## config.mk

```make
export PLATFORM = sky130hd
export DESIGN_NAME = cmac_usplus_collector
export DESIGN_NICKNAME = d
export VERILOG_FILES = /design/src/rtl/cmac_usplus_pkg.sv /design/src/rtl/cmac_usplus_len_fifo.sv /design/src/rtl/cmac_usplus_collector.sv
export SDC_FILE = /design/constraint.sdc
export NUM_CORES = 1
export LEC_CHECK = 0
export BUFFER_PORTS_ARGS = -buffer_cell sky130_fd_sc_hd__buf_2
export CORE_AREA = 2 2 459 461
export DETAILED_ROUTE_END_ITERATION = 7
export DIE_AREA = 0 0 461 463
export SYNTH_ARGS = -nofsm -noshare
export SYNTH_HDL_FRONTEND = slang
export SYNTH_HIERARCHICAL = 1
export SYNTH_SLANG_ARGS = --single-unit
```

## constraint.sdc

```tcl
create_clock -name clk -period 9.8 [get_ports clk]
set_clock_uncertainty 0.05 [all_clocks]
set_input_delay 0.98 -clock clk [delete_from_list [all_inputs] [get_ports clk]]
set_output_delay 0.98 -clock clk [all_outputs]
set_load 0.01 [all_outputs]
```

## src/rtl/cmac_usplus_pkg.sv

```systemverilog
`default_nettype none
// ============================================================================
//  Module      : cmac_usplus_pkg
//  Description : Shared constants, report record, FSM state type and the
//                length-to-report helper for the CMAC RX frame collector.
//  Revision    : 1.0  initial release
// ============================================================================
package cmac_usplus_pkg;

    localparam int BEAT_BYTES = 64;
    localparam int MAX_BYTES  = 16383;
    localparam int CNT_W      = 16;
    localparam int BYTES_W    = 14;

    // One frame report as stored in the report queue
    typedef struct packed {
        logic               err;
        logic [BYTES_W-1:0] bytes;
    } rpt_t;

    // Frame tracking state
    typedef enum logic [0:0] {
        IDLE     = 1'b0,
        IN_FRAME = 1'b1
    } state_t;

    // Turn a saturated 16-bit frame length into a report; lengths beyond
    // the reportable range are clamped and always flagged bad.
    function automatic rpt_t make_report(input logic [CNT_W-1:0] len, input logic err);
        rpt_t r;
        if (len > CNT_W'(MAX_BYTES)) begin
            r.err   = 1'b1;
            r.bytes = BYTES_W'(MAX_BYTES);
        end else begin
            r.err   = err;
            r.bytes = len[BYTES_W-1:0];
        end
        return r;
    endfunction

endpackage
`default_nettype wire

```

## src/rtl/cmac_usplus_len_fifo.sv

```systemverilog
`default_nettype none
// ============================================================================
//  Module      : cmac_usplus_len_fifo
//  Description : Register-based first-word-fall-through report queue with two
//                ordered write ports (a truncated frame and a new single-beat
//                frame can complete in the same cycle). A push that finds no
//                room, after accounting for a same-cycle pop, is rejected.
//  Revision    : 1.0  initial release
// ============================================================================
module cmac_usplus_len_fifo
    import cmac_usplus_pkg::*;
#(
    parameter int LEN_DEPTH = 16
) (
    input  logic clk,
    input  logic reset_n,
    input  logic i_wr0_en,
    input  rpt_t i_wr0_data,
    input  logic i_wr1_en,
    input  rpt_t i_wr1_data,
    output logic o_wr1_accept,
    input  logic i_rd_en,
    output rpt_t o_rd_data,
    output logic o_empty,
    output logic o_full
);

    localparam int AW = $clog2(LEN_DEPTH);
    localparam logic [AW:0] c_depth = (AW+1)'(LEN_DEPTH);

    rpt_t          r_mem [LEN_DEPTH];
    logic [AW-1:0] r_wr_ptr;
    logic [AW-1:0] r_rd_ptr;
    logic [AW:0]   r_count;

    logic          w_pop;
    logic [AW:0]   w_space;
    logic          w_wr0_accept;
    logic [1:0]    w_n_push;
    logic [AW-1:0] w_wr1_addr;

    assign o_empty      = (r_count == '0);
    assign o_full       = (r_count == c_depth);
    assign w_pop        = i_rd_en & ~o_empty;
    // Free slots this cycle; a pop frees its slot for a same-cycle push
    assign w_space      = c_depth - r_count + (AW+1)'(w_pop);
    assign w_wr0_accept = i_wr0_en & (w_space != '0);
    assign o_wr1_accept = i_wr1_en & (w_wr0_accept ? (w_space >= (AW+1)'(2))
                                                   : (w_space != '0));
    assign w_n_push     = 2'(w_wr0_accept) + 2'(o_wr1_accept);
    assign w_wr1_addr   = r_wr_ptr + AW'(w_wr0_accept);
    assign o_rd_data    = r_mem[r_rd_ptr];

    // Storage write; entries are only meaningful between the pointers
    always_ff @(posedge clk) begin
        if (w_wr0_accept) r_mem[r_wr_ptr]   <= i_wr0_data;
        if (o_wr1_accept) r_mem[w_wr1_addr] <= i_wr1_data;
    end

    // Pointer and occupancy bookkeeping
    always_ff @(posedge clk or negedge reset_n) begin
        if (!reset_n) begin
            r_wr_ptr <= '0;
            r_rd_ptr <= '0;
            r_count  <= '0;
        end else begin
            r_wr_ptr <= r_wr_ptr + AW'(w_n_push);
            r_rd_ptr <= r_rd_ptr + AW'(w_pop);
            r_count  <= r_count + (AW+1)'(w_n_push) - (AW+1)'(w_pop);
        end
    end

endmodule
`default_nettype wire

```

## src/rtl/cmac_usplus_collector.sv

```systemverilog
`default_nettype none
// ============================================================================
//  Module      : cmac_usplus_collector
//  Description : Registers the CMAC RX beat stream through unchanged, tracks
//                frame boundaries to measure each frame's byte length, queues
//                {err, bytes} reports behind a valid/ready interface and keeps
//                good/bad/drop/protocol-error statistics.
//  Revision    : 1.0  initial release
// ============================================================================
module cmac_usplus_collector
    import cmac_usplus_pkg::*;
#(
    parameter int LEN_DEPTH = 16
) (
    input  logic         clk,
    input  logic         reset_n,
    input  logic [511:0] rx_data,
    input  logic         rx_valid,
    input  logic         rx_sop,
    input  logic         rx_eop,
    input  logic [7:0]   rx_mty,
    input  logic         rx_err,
    output logic [511:0] dout_data,
    output logic         dout_valid,
    output logic         dout_sop,
    output logic         dout_eop,
    output logic [7:0]   dout_mty,
    output logic         rpt_valid,
    output logic [13:0]  rpt_bytes,
    output logic         rpt_err,
    input  logic         rpt_ready,
    output logic [31:0]  good_frames,
    output logic [31:0]  bad_frames,
    output logic [15:0]  drop_count,
    output logic [15:0]  proto_err_count
);

    localparam logic [6:0] c_beat_bytes = 7'(BEAT_BYTES);

    state_t           r_state;
    state_t           w_state_nxt;
    logic [CNT_W-1:0] r_count;
    logic [CNT_W-1:0] w_count_nxt;

    logic [6:0]       w_beat_len;
    logic [CNT_W:0]   w_sum_wide;
    logic [CNT_W-1:0] w_sum_sat;

    logic             w_cmp_a_valid;
    rpt_t             w_cmp_a;
    logic             w_cmp_b_valid;
    rpt_t             w_cmp_b;
    logic             w_proto_err;

    logic             r_cmp_a_valid;
    rpt_t             r_cmp_a;
    logic             r_cmp_b_valid;
    rpt_t             r_cmp_b;

    rpt_t             w_rd_data;
    logic             w_fifo_empty;
    logic             w_fifo_full;
    logic             w_wr1_accept;
    logic             w_pop;
    logic             w_drop_a;
    logic             w_drop_b;
    logic [1:0]       w_good_inc;
    logic [1:0]       w_bad_inc;
    logic [1:0]       w_drop_inc;

    // Bytes carried by the current beat and the saturating running total
    assign w_beat_len = rx_eop ? (c_beat_bytes - {1'b0, rx_mty[5:0]}) : c_beat_bytes;
    assign w_sum_wide = {1'b0, r_count} + (CNT_W+1)'(w_beat_len);
    assign w_sum_sat  = w_sum_wide[CNT_W] ? {CNT_W{1'b1}} : w_sum_wide[CNT_W-1:0];

    // Pass-through beat control, cleared by reset
    always_ff @(posedge clk or negedge reset_n) begin
        if (!reset_n) begin
            dout_valid <= 1'b0;
            dout_sop   <= 1'b0;
            dout_eop   <= 1'b0;
        end else begin
            dout_valid <= rx_valid;
            dout_sop   <= rx_sop;
            dout_eop   <= rx_eop;
        end
    end

    // Pass-through beat payload, no reset needed
    always_ff @(posedge clk) begin
        dout_data <= rx_data;
        dout_mty  <= rx_mty;
    end

    // FSM state and running byte count
    always_ff @(posedge clk or negedge reset_n) begin
        if (!reset_n) begin
            r_state <= IDLE;
            r_count <= '0;
        end else begin
            r_state <= w_state_nxt;
            r_count <= w_count_nxt;
        end
    end

    // FSM next state: any sop restarts a frame, eop always closes it
    always_comb begin
        w_state_nxt = r_state;
        w_count_nxt = r_count;
        if (rx_valid) begin
            if (rx_sop) begin
                if (rx_eop) begin
                    w_state_nxt = IDLE;
                    w_count_nxt = '0;
                end else begin
                    w_state_nxt = IN_FRAME;
                    w_count_nxt = CNT_W'(BEAT_BYTES);
                end
            end else if (r_state == IN_FRAME) begin
                if (rx_eop) begin
                    w_state_nxt = IDLE;
                    w_count_nxt = '0;
                end else begin
                    w_count_nxt = w_sum_sat;
                end
            end
        end
    end

    // FSM outputs: up to two completions per beat (truncated + new single-beat)
    always_comb begin
        w_cmp_a_valid = 1'b0;
        w_cmp_a       = '0;
        w_cmp_b_valid = 1'b0;
        w_cmp_b       = '0;
        w_proto_err   = 1'b0;
        if (rx_valid) begin
            if (r_state == IN_FRAME) begin
                if (rx_sop) begin
                    w_cmp_a_valid = 1'b1;
                    w_cmp_a       = make_report(r_count, 1'b1);
                    if (rx_eop) begin
                        w_cmp_b_valid = 1'b1;
                        w_cmp_b       = make_report(CNT_W'(w_beat_len), rx_err);
                    end
                end else if (rx_eop) begin
                    w_cmp_a_valid = 1'b1;
                    w_cmp_a       = make_report(w_sum_sat, rx_err);
                end
            end else begin
                if (rx_sop) begin
                    if (rx_eop) begin
                        w_cmp_a_valid = 1'b1;
                        w_cmp_a       = make_report(CNT_W'(w_beat_len), rx_err);
                    end
                end else begin
                    w_proto_err = 1'b1;
                end
            end
        end
    end

    // Completion stage: reports are written to the queue one edge later
    always_ff @(posedge clk or negedge reset_n) begin
        if (!reset_n) begin
            r_cmp_a_valid <= 1'b0;
            r_cmp_a       <= '0;
            r_cmp_b_valid <= 1'b0;
            r_cmp_b       <= '0;
        end else begin
            r_cmp_a_valid <= w_cmp_a_valid;
            r_cmp_a       <= w_cmp_a;
            r_cmp_b_valid <= w_cmp_b_valid;
            r_cmp_b       <= w_cmp_b;
        end
    end

    cmac_usplus_len_fifo #(
        .LEN_DEPTH (LEN_DEPTH)
    ) u_len_fifo (
        .clk          (clk),
        .reset_n      (reset_n),
        .i_wr0_en     (r_cmp_a_valid),
        .i_wr0_data   (r_cmp_a),
        .i_wr1_en     (r_cmp_b_valid),
        .i_wr1_data   (r_cmp_b),
        .o_wr1_accept (w_wr1_accept),
        .i_rd_en      (rpt_ready),
        .o_rd_data    (w_rd_data),
        .o_empty      (w_fifo_empty),
        .o_full       (w_fifo_full)
    );

    assign rpt_valid = ~w_fifo_empty;
    assign rpt_bytes = w_rd_data.bytes;
    assign rpt_err   = w_rd_data.err;
    assign w_pop     = rpt_valid & rpt_ready;

    // The first push is lost only if the queue is full and nothing leaves
    assign w_drop_a   = r_cmp_a_valid & w_fifo_full & ~w_pop;
    assign w_drop_b   = r_cmp_b_valid & ~w_wr1_accept;
    assign w_good_inc = 2'(r_cmp_a_valid & ~r_cmp_a.err) + 2'(r_cmp_b_valid & ~r_cmp_b.err);
    assign w_bad_inc  = 2'(r_cmp_a_valid &  r_cmp_a.err) + 2'(r_cmp_b_valid &  r_cmp_b.err);
    assign w_drop_inc = 2'(w_drop_a) + 2'(w_drop_b);

    // Statistics counters, all wrapping
    always_ff @(posedge clk or negedge reset_n) begin
        if (!reset_n) begin
            good_frames     <= '0;
            bad_frames      <= '0;
            drop_count      <= '0;
            proto_err_count <= '0;
        end else begin
            good_frames     <= good_frames + 32'(w_good_inc);
            bad_frames      <= bad_frames + 32'(w_bad_inc);
            drop_count      <= drop_count + 16'(w_drop_inc);
            proto_err_count <= proto_err_count + 16'(w_proto_err);
        end
    end

endmodule
`default_nettype wire

```

Word-level counts from Yosys, hierarchy flattened
Memories as Yosys holds them, arrays and structs flattened.
Index checks and enable logic that the tools add are counted.

storage, ports and cells
  bits in registers = 681
  RAM bits = 240
  input port bits = 527
  output and inout port bits = 635
  logic and storage cells = 95
  memories kept = 1

operators by class
  add/sub/neg operators = 17
  $lt $le $gt $ge = 3
  eq/ne operators = 1
  muxes and demuxes = 34
  bitwise logic cells = 15
  reduce and logical (&&, ||, !) cells = 4

memories
  name              depth  bits a word  read ports  clocked after Yosys merged registers in  write ports  RTL line                    source
  u_len_fifo.r_mem  16     15           1           0                                        2            cmac_usplus_len_fifo.sv:31  rpt_t r_mem [LEN_DEPTH];

operators by type and width
  kind                                                                                  number
  15-bit 2-to-1 mux                                                                     9
  32-bit by 2-bit adder with 32-bit output                                              2
  16-bit 2-to-1 mux                                                                     4
  16-bit by 14-bit greater-than comparator with 1-bit output (second input constant)    2
  1-bit 2-to-1 mux                                                                      18
  16-bit by 7-bit adder with 17-bit output                                              1
  16-bit by 1-bit adder with 16-bit output                                              1
  16-bit by 2-bit adder with 16-bit output                                              1
  14-bit 2-to-1 mux                                                                     1
  7-bit 2-to-1 mux                                                                      2
  4-bit by 1-bit adder with 4-bit output                                                2
  1-bit AND                                                                             8
  7-bit by 6-bit subtractor with 7-bit output (first input constant)                    1
  1-bit by 1-bit adder with 2-bit output                                                3
  5-bit by 1-bit adder with 5-bit output                                                1
  5-bit by 2-bit adder with 5-bit output                                                1
  5-bit == test (second input constant)                                                 1
  5-bit by 2-bit greater-or-equal comparator with 1-bit output (second input constant)  1
  5-bit logical NOT                                                                     1
  5-bit nonzero test                                                                    1
  5-bit by 1-bit subtractor with 5-bit output                                           1
  5-bit subtractor (first input constant)                                               1
  4-bit by 2-bit adder with 4-bit output                                                1
  1-bit by 2-bit AND with 2-bit output                                                  2
  other kinds (5)                                                                       8

Logic depth before layout (Yosys ltp)
Gate-level depths: netlist of the first run.

  depth after elaboration = 12
  gate-level depth with buffers = 24
  gate-level depth less buffers = 23

Hierarchy
The synthesis of the first run kept the hierarchy.

by module, submodules not included
  module                 times used  cells an instance  area an instance (sq um)  sequential area each (sq um)
  cmac_usplus_collector  1           1159               17067.6                   13938.4
  cmac_usplus_len_fifo   1           880                13361.6                   7532.2

Least setup slack after synthesis of the first run
OpenSTA, ideal clock, no wires.

  kind = in2reg
  from = input port rpt_ready
  to = memory u_len_fifo/r_mem[5][0] (netlist bit), enable pin
  arrival time = 4.795 ns
  path slack = 4.565 ns
  stages = 16
  path buffers = 2
  path through = o21ai_0 -> ha_1 -> inv_1 -> ha_1 -> nor3b_1 -> nor3_2 -> o41ai_1 -> clkbuf_1 -> inv_1 -> ha_1 -> nand3_1 -> xor2_1 -> nand3_1 -> nor2_1 -> buf_2 -> o21bai_1

RTL lines
  item         RTL line                     source
  from (decl)  cmac_usplus_collector.sv:31  input logic rpt_ready,
  to (decl)    cmac_usplus_len_fifo.sv:31

==> impl_metrics.ini, run 1 <==
[synth]
synth_cells = 2039
synth_top_cell_by_area = dfxtp_1
synth_top_area_share_pct = 34.2
avgSynthCellArea_um2 = 14.9
synth_seq_cells = 914
synthDistinctLibCells = 79
synth_edf_count = 240
ys_async_sr_fraction_pct = 16.8
syn_area_um2 = 30400
yosysMostFrequentCell = dfxtp_1
yosysWarnings = 6
synth_common_cells = 520 x dfxtp_1, 246 x mux2_2, 240 x edfxtp_1, 154 x dfrtp_1, 95 x nand2_1
ys_seq_area_share_pct = 70.6
ys_dominant_reg_cell = dfxtp_1
synth.area.top_cells = dfxtp_1 34%, edfxtp_1 24%, dfrtp_1 13%

[pwr]
irDropWorstVdd_uv = 158
p_switching_w = 0.00334
pwr_density_cell_nw_per_um2 = 243
p_int_w = 0.00731
p_clk_share_pct = 40.6
p_leak_nw = 19.3
p_sw_share_pct = 31.4
seqPwrFrac_pct = 41.0
pwr-share-comb_pct = 18.4

[die]
die-area_um2 = 213000
io_pins = 1162
initial_utilization_pct = 14.6
dieHeight_um = 463
rows = 168
fp.coreArea_um2 = 209000
fp.dieW_um = 461

[min_path]
holdCritStartpoint = rx_data[8]
worstHoldPathCells = 1
hold_path.class = in -> reg
min_to = dout_data[8]

[global_routing]
grt-ovfl-total = 0
antenna_found_initial = 304
grt_max_degree = 100
grt_pass1_vias = 23290
grt_pass1_wl_mm = 289
grt_use_total_pct = 21.7

[status]
outcome = finished, final reports clean

[cts]
clk_latency_ps = 800
postCtsHoldBufs = 0
htree_levels = 3
post_cts_buffers = 0
cts_resized = 0
cts_sinks = 914
cts_tree = yes
cts_buffers = 109
cts_root_buffer = clkbuf_16
clk_pin_slew_ps = 70
clk_path_buf_depth = 3

[finish]
layout-drive-gt1-share_pct = 49.9
nNetsFinal = 3850
fin_util_pct = 21.1
fin_area_um2 = 43900
nFillCells = 22626
syn2layout_area_growth_pct = 44.3

[timing]
period_needed_ps = 5810
maxSlewHeadroom_pct = 1.84
hold_viol = 0
drv_slew = 0
setup_tns_ps = 0
fin_crit_sh_pct = 59.2
tightest_slew_ps = 1470
fmax_mhz = 172
grt_setup_unrepaired = no
setup_viol = 0

[critical_path]
required_ps = 10150
critical_path_class = reg -> reg
rr_worst_depth = 17
worstSetupEndpointType = register
rrSetupSlack_ps = 3990
path_max_fanout = 16
r2r-start = u_len_fifo/r_count[2]
critPathArrivalTime_ps = 6160
cp-start-kind = register
rr_endpoint = u_len_fifo/r_mem[12][4]

[route]
vias = 24217
drt_iter0_drc = 2283
wire_per_inst_um = 37.6
dr.pass1.iters = 5
drt_wl_total_mm = 238
drc = 0
via_per_inst = 3.83
postRouteAntennaNets = 0

[job]
cap_violations = 0

[placement]
place_area_um2 = 39700
portBuffers = 1161
place.gp.congestion = 1.17
dp_hpwl_mm = 203
layer usage:
metal	share of wire [%]	vias up	track usage [%]	wire length, um
li1	-	9888	-	-
met1	35	11874	23.2	84300
met2	42	1856	31.7	99400
met3	19	505	18.1	45000
met4	3.3	94	6.26	7840
met5	0.41	-	0.995	978
cell type report:
cell class | instances | area, um^2 | share of cell area (%)
well taps | 2805 | 3510 | 7.99
flip-flops and latches | 914 | 21500 | 48.9
multi-input cells | 1033 | 8630 | 19.7
clock buffers | 152 | 3190 | 7.26
diodes | 134 | 335 | 0.764
clock inverters | 50 | 638 | 1.45
repair buffers | 1179 | 5950 | 13.6
inverters | 49 | 184 | 0.419
worst max path at each step:
stage                               start                      end  slack [ps]  cells past startpoint
floorplan                       rpt_ready   u_len_fifo/r_mem[5][0]        4560                     16
global placement                rpt_ready   u_len_fifo/r_mem[5][3]        3900                     16
detailed placement              rpt_ready   u_len_fifo/r_mem[5][4]        3640                     16
CTS                 u_len_fifo/r_count[2]   u_len_fifo/r_mem[5][0]        3760                     18
global route        u_len_fifo/r_count[2]  u_len_fifo/r_mem[12][4]        3560                     17
finish              u_len_fifo/r_count[2]  u_len_fifo/r_mem[12][4]        3990                     17
power groups by stage:
stage                     clock, W  combinational (W)  sequential, W
after floorplan                  0           0.000936        0.00439
after global placement           0            0.00194        0.00444
after detailed placement         0            0.00196        0.00444
after CTS                  0.00443            0.00197        0.00437
after global routing       0.00457            0.00208        0.00440
final                      0.00432            0.00196        0.00437
sequential cells by signal, indices dropped and copies added (netlist names):
signal,flops
dout_data,512
u_len_fifo/r_mem,240
bad_frames,32
good_frames,32
drop_count,16
proto_err_count,16
r_count,16
r_cmp_a,15
dout_mty,8
r_cmp_b,8
u_len_fifo/r_count,5
u_len_fifo/r_rd_ptr,4
u_len_fifo/r_wr_ptr,4
dout_eop,1
dout_sop,1
dout_valid,1
r_cmp_a_valid,1
r_cmp_b_valid,1
r_state,1
through the flow:
stage | hold slack [ps] | total power, W | setup slack, ps | std cells
finish | 229 | 0.0107 | 3990 | 6316
global route | 192 | 0.0111 | 3560 | 6242
CTS | 151 | 0.0108 | 3760 | 6182
detailed placement | 411 | 0.00640 | 3640 | 5980
global placement | 406 | 0.00638 | 3900 | 5980
floorplan | 412 | 0.00533 | 4560 | 2087
worst max-delay path, cell delays in order (launching register included):
cell,delay [ps]
dfrtp_1,450
inv_1,110
ha_1,230
nand2_1,80
o21ai_0,240
ha_1,220
inv_1,50
ha_1,210
nor4b_2,180
nor3_2,340
o41ai_2,120
buf_4,230
inv_1,110
ha_1,170
nand3_1,130
xnor2_1,660
nand4b_1,810
o21ai_1,1010
kinds of logic after synthesis:
| group | Yosys count | share of synthesized area [%] |
|---|---|---|
| other | 1 | 0.0123 |
| AND/OR/NAND/NOR | 322 | 5.56 |
| buffers and inverters | 140 | 1.92 |
| multiplexers | 330 | 13.1 |
| flip-flops | 914 | 70.6 |
| AO/OA/AOI/OAI | 188 | 4.06 |
| XOR/XNOR | 107 | 3.08 |
| adder cells (fa/ha/maj) | 37 | 1.67 |
cell usage in the layout (no fill, tap or decap), types with 11 or more instances in the layout:
master     synthesis  routed
dfrtp_1          154     152
mux2_2           246     246
a21oi_1           37      37
nand2_1           95      95
edfxtp_1         240     240
nor2_1            51      49
clkbuf_8           0      19
nand3_1           37      37
a221oi_1          15      15
mux4_2            30      30
clkbuf_16          0     114
nor3_1            20      20
buf_2             19    1160
and3_1            22      22
diode_2            0     134
dfxtp_1          520     520
clkbuf_1          60      18
xnor2_1           75      75
a22oi_1           16      16
nand4_1           24      24
or2_2             11      11
mux2i_1           45      45
inv_1             48      48
buf_4              3      18
clkinv_2           0      17
o21ai_0           68      66
nand2b_1          11      11
ha_1              31      31
xor2_1            32      32
conb_1             1      49
(Power assumes the default switching activity.)
==> run 2: changes to the inputs <==
--- a/config.mk
+++ b/config.mk
@@ -5,10 +5,11 @@
 export SDC_FILE = /design/constraint.sdc
 export NUM_CORES = 1
 export LEC_CHECK = 0
+export ABC_AREA = 1
 export BUFFER_PORTS_ARGS = -buffer_cell sky130_fd_sc_hd__buf_2
-export CORE_AREA = 2 2 459 461
+export CORE_AREA = 2 2 449 451
 export DETAILED_ROUTE_END_ITERATION = 7
-export DIE_AREA = 0 0 461 463
+export DIE_AREA = 0 0 451 453
 export SYNTH_ARGS = -nofsm -noshare
 export SYNTH_HDL_FRONTEND = slang
 export SYNTH_HIERARCHICAL = 1
==> constraint.sdc (replaced) <==
create_clock -name clk -period 4.7 [get_ports clk]
set_clock_uncertainty 0.05 [all_clocks]
set_input_delay 0.47 -clock clk [delete_from_list [all_inputs] [get_ports clk]]
set_output_delay 0.47 -clock clk [all_outputs]
set_load 0.01 [all_outputs]
==> run 2 against run 1 <==
  * Wire length decreased by 20%
  * Clock power rose by 110%
  * Area after synthesis is 7.9% higher
  * Register-to-register slack worse by 3700 ps
  * Non-clock buffer count increased by 573
  * Utilization rose by 4.5 points
  * Via count grew 27%
  * Maximum frequency grew 30%
  * Count of clock-buffer cells in the layout is 15 lower
  * Sequential cell count did not move
  * Critical path type unchanged
  * Global-route usage is 3.9 points lower
  * Total power grew 120%
  * Largest power group unchanged
==> impl_metrics.ini, run 2 <==
[status]
outcome = finished, final reports clean

[critical_path]
crit_slowest_cell = dfrtp_1
cp_cell_sequence = inv_1, ha_2, nand2_1, o21ai_2, ha_1, inv_1, ha_1, nor2_1, nand3_1, nor2_4, nand2_8, and3_1, or2_2, fa_1, inv_1, ha_1, nand3_1, nor3_2, nand3_2, nor3_4, nand4_1, xnor2_1
critPathArrivalTime_ps = 5030
cp_num_buf_inv = 3
crit_family = simple AND/OR/NAND/NOR gates
critical_path_class = reg -> reg
cpPeakStageDelay_ps = 410
worstSetupEndpointType = register
required_ps = 5280
path_max_fanout = 10
cp-start-kind = register

[die]
fp.dieW_um = 451
rows = 164
dieHeight_um = 453
fp.coreArea_um2 = 199000
io_pins = 1162
die-area_um2 = 204000
initial_utilization_pct = 16.5

[finish]
largest_register_ffs = 512
syn2layout_area_growth_pct = 55.2
reg_top3 = dout_data x512, u_len_fifo/r_mem x240
nFillCells = 21055
fin_util_pct = 25.6
layout.cells.non_filler = 7600
final_common_cell = buf_2
layout-drive-gt1-share_pct = 31.7
nNetsFinal = 5297
most-common-layout-cells = 1160 x buf_2, 795 x nand2_1, 525 x dlygate4sd3_1, 520 x dfxtp_1, 271 x nand4_1
top_register = dout_data
fin_area_um2 = 51000

[timing]
fin_crit_sh_pct = 94.7
fmax_mhz = 225
hold_viol = 0
tightest_slew_ps = 1390
maxSlewHeadroom_pct = 7.08
period_needed_ps = 4450
setup_viol = 0
drv_slew = 0

[route]
postRouteAntennaNets = 0
vias = 30714
routed-wl-met3_mm = 20.5
via_per_inst = 4.04
wire_per_inst_um = 25.1
wl_met1_mm = 70.2
route.top_layer_used = met5
drt_wl_total_mm = 191
dr_wl_met2_mm = 90.9
drc = 0
dr.pass1.iters = 6
drt_iter0_drc = 3535

[synth]
synth_seq_cells = 914
avgSynthCellArea_um2 = 10.7
synth_common_cells = 795 x nand2_1, 520 x dfxtp_1, 271 x nand4_1, 240 x edfxtp_1, 154 x dfrtp_1
ys_dominant_reg_cell = dfxtp_1
synthDistinctLibCells = 51
synth_top_area_share_pct = 31.7
ys_async_sr_fraction_pct = 16.8
synth.area.top_cells = dfxtp_1 32%, edfxtp_1 22%, dfrtp_1 12%
synth_top_cell_by_area = dfxtp_1
ys_seq_area_share_pct = 65.4
yosysMostFrequentCell = nand2_1
synth_edf_count = 240
synth_cells = 3066
yosysWarnings = 6
syn_area_um2 = 32800

[global_routing]
grt_max_degree = 249
grt_pass1_vias = 29912
grt_pass1_wl_mm = 251
grt-ovfl-total = 0
antenna_found_initial = 73
grt_use_total_pct = 17.8

[placement]
dp_hpwl_mm = 146
dp.cells = 6753
portBuffers = 1161
place.gp.congestion = 1.30
place_area_um2 = 41600

[cts]
cts_buffers = 108
clk_pin_slew_ps = 60
cts_root_buffer = clkbuf_16
htree_levels = 3
clk_path_buf_depth = 3
cts_tree = yes
cts_sinks = 914
clk_latency_ps = 750

[pwr]
irDropWorstVdd_uv = 304
pwr_density_cell_nw_per_um2 = 462
p_leak_nw = 23.0

[min_path]
hold_path.class = in -> reg

[job]
cap_violations = 0
==> run 2: cell count changes after synthesis, sizes merged, moves of 34 or more <==
cell and change:
mux2i -45, buf +92, nor2 +126, inv +105
o21ai +34, xnor2 -44, nand3 +64, nand2 +728
nand4 +263, mux2 -255, xor2 +36
==> run 2: worst min-delay path, cell delays in order <==
cell and delay (ps):
buf_2 120, o21ai_2 70, inv_1 80, ha_1 120
==> run 2: cell families (layout without fill, tap and decap cells) <==
family,after synthesis,count (layout),synth area share [%]
AO/OA/AOI/OAI,213,213,3.55
XOR/XNOR,99,99,2.64
adder cells (fa/ha/maj),37,37,1.55
buffers and inverters,356,2102,5.30
flip-flops,914,914,65.4
other,1,133,0.0114
AND/OR/NAND/NOR,1446,1446,21.6
==> run 2: layer usage <==
metal  up-vias  track usage, %
li1      13772               -
met1     14773            20.4
met2      1765            29.3
met3       388            6.88
met4        16            7.86
met5         -               0
==> run 2: layout make-up <==
class,count,area [um^2],share of cell area [%]
well taps,2656,3320,6.52
clock inverters,58,768,1.51
repair buffers,1752,11800,23.2
multi-input cells,1802,9690,19.0
diodes,126,315,0.618
clock buffers,137,3020,5.92
flip-flops and latches,914,21500,42.1
inverters,155,582,1.14
==> run 2: what timing repair did <==
action,in CTS,in global routing
setup endpoints to repair,0,3
gates resized for setup,0,5
hold buffers,525,0
buffers inserted,0,1
hold endpoints to repair,598,0
==> run 2: path summary, 6_finish.rpt <==
| path | slack [ps] | to | start | cells past startpoint |
|---|---|---|---|---|
| max | 250 | drop_count[14] | u_len_fifo/r_count[2] | 22 |
| min reg2reg | 430 | good_frames[31] | good_frames[31] | 1 |
| min | 90 | u_len_fifo/r_rd_ptr[0] | rpt_ready | 4 |
| max reg2reg | 250 | drop_count[14] | u_len_fifo/r_count[2] | 22 |
| max in group asynchronous | 3280 | proto_err_count[6] | reset_n | 3 |
| min in group asynchronous | 290 | good_frames[20] | reset_n | 2 |
==> run 2: metrics by stage <==
step | power (W) | setup slack, ps | hold slack (ps) | setup TNS (ps)
after floorplan | 0.0118 | 261 | 124 | 0
after CTS | 0.0237 | 132 | 75.2 | 0
after detailed placement | 0.0143 | 173 | 410 | 0
final | 0.0236 | 249 | 87.7 | 0
after global placement | 0.0142 | 119 | 406 | 0
after global routing | 0.0245 | -27.6 | 97.3 | -27.6
==> run 2: report_power, final <==
part / leakage [nW] / internal (W) / switching (W) / total [W]
logic: 12.5 / 0.00171 / 0.00376 / 0.00547
clock network: 1.85 / 0.00523 / 0.00375 / 0.00898
registers: 8.64 / 0.00864 / 0.000492 / 0.00914
total: 23.0 / 0.0156 / 0.00800 / 0.0236
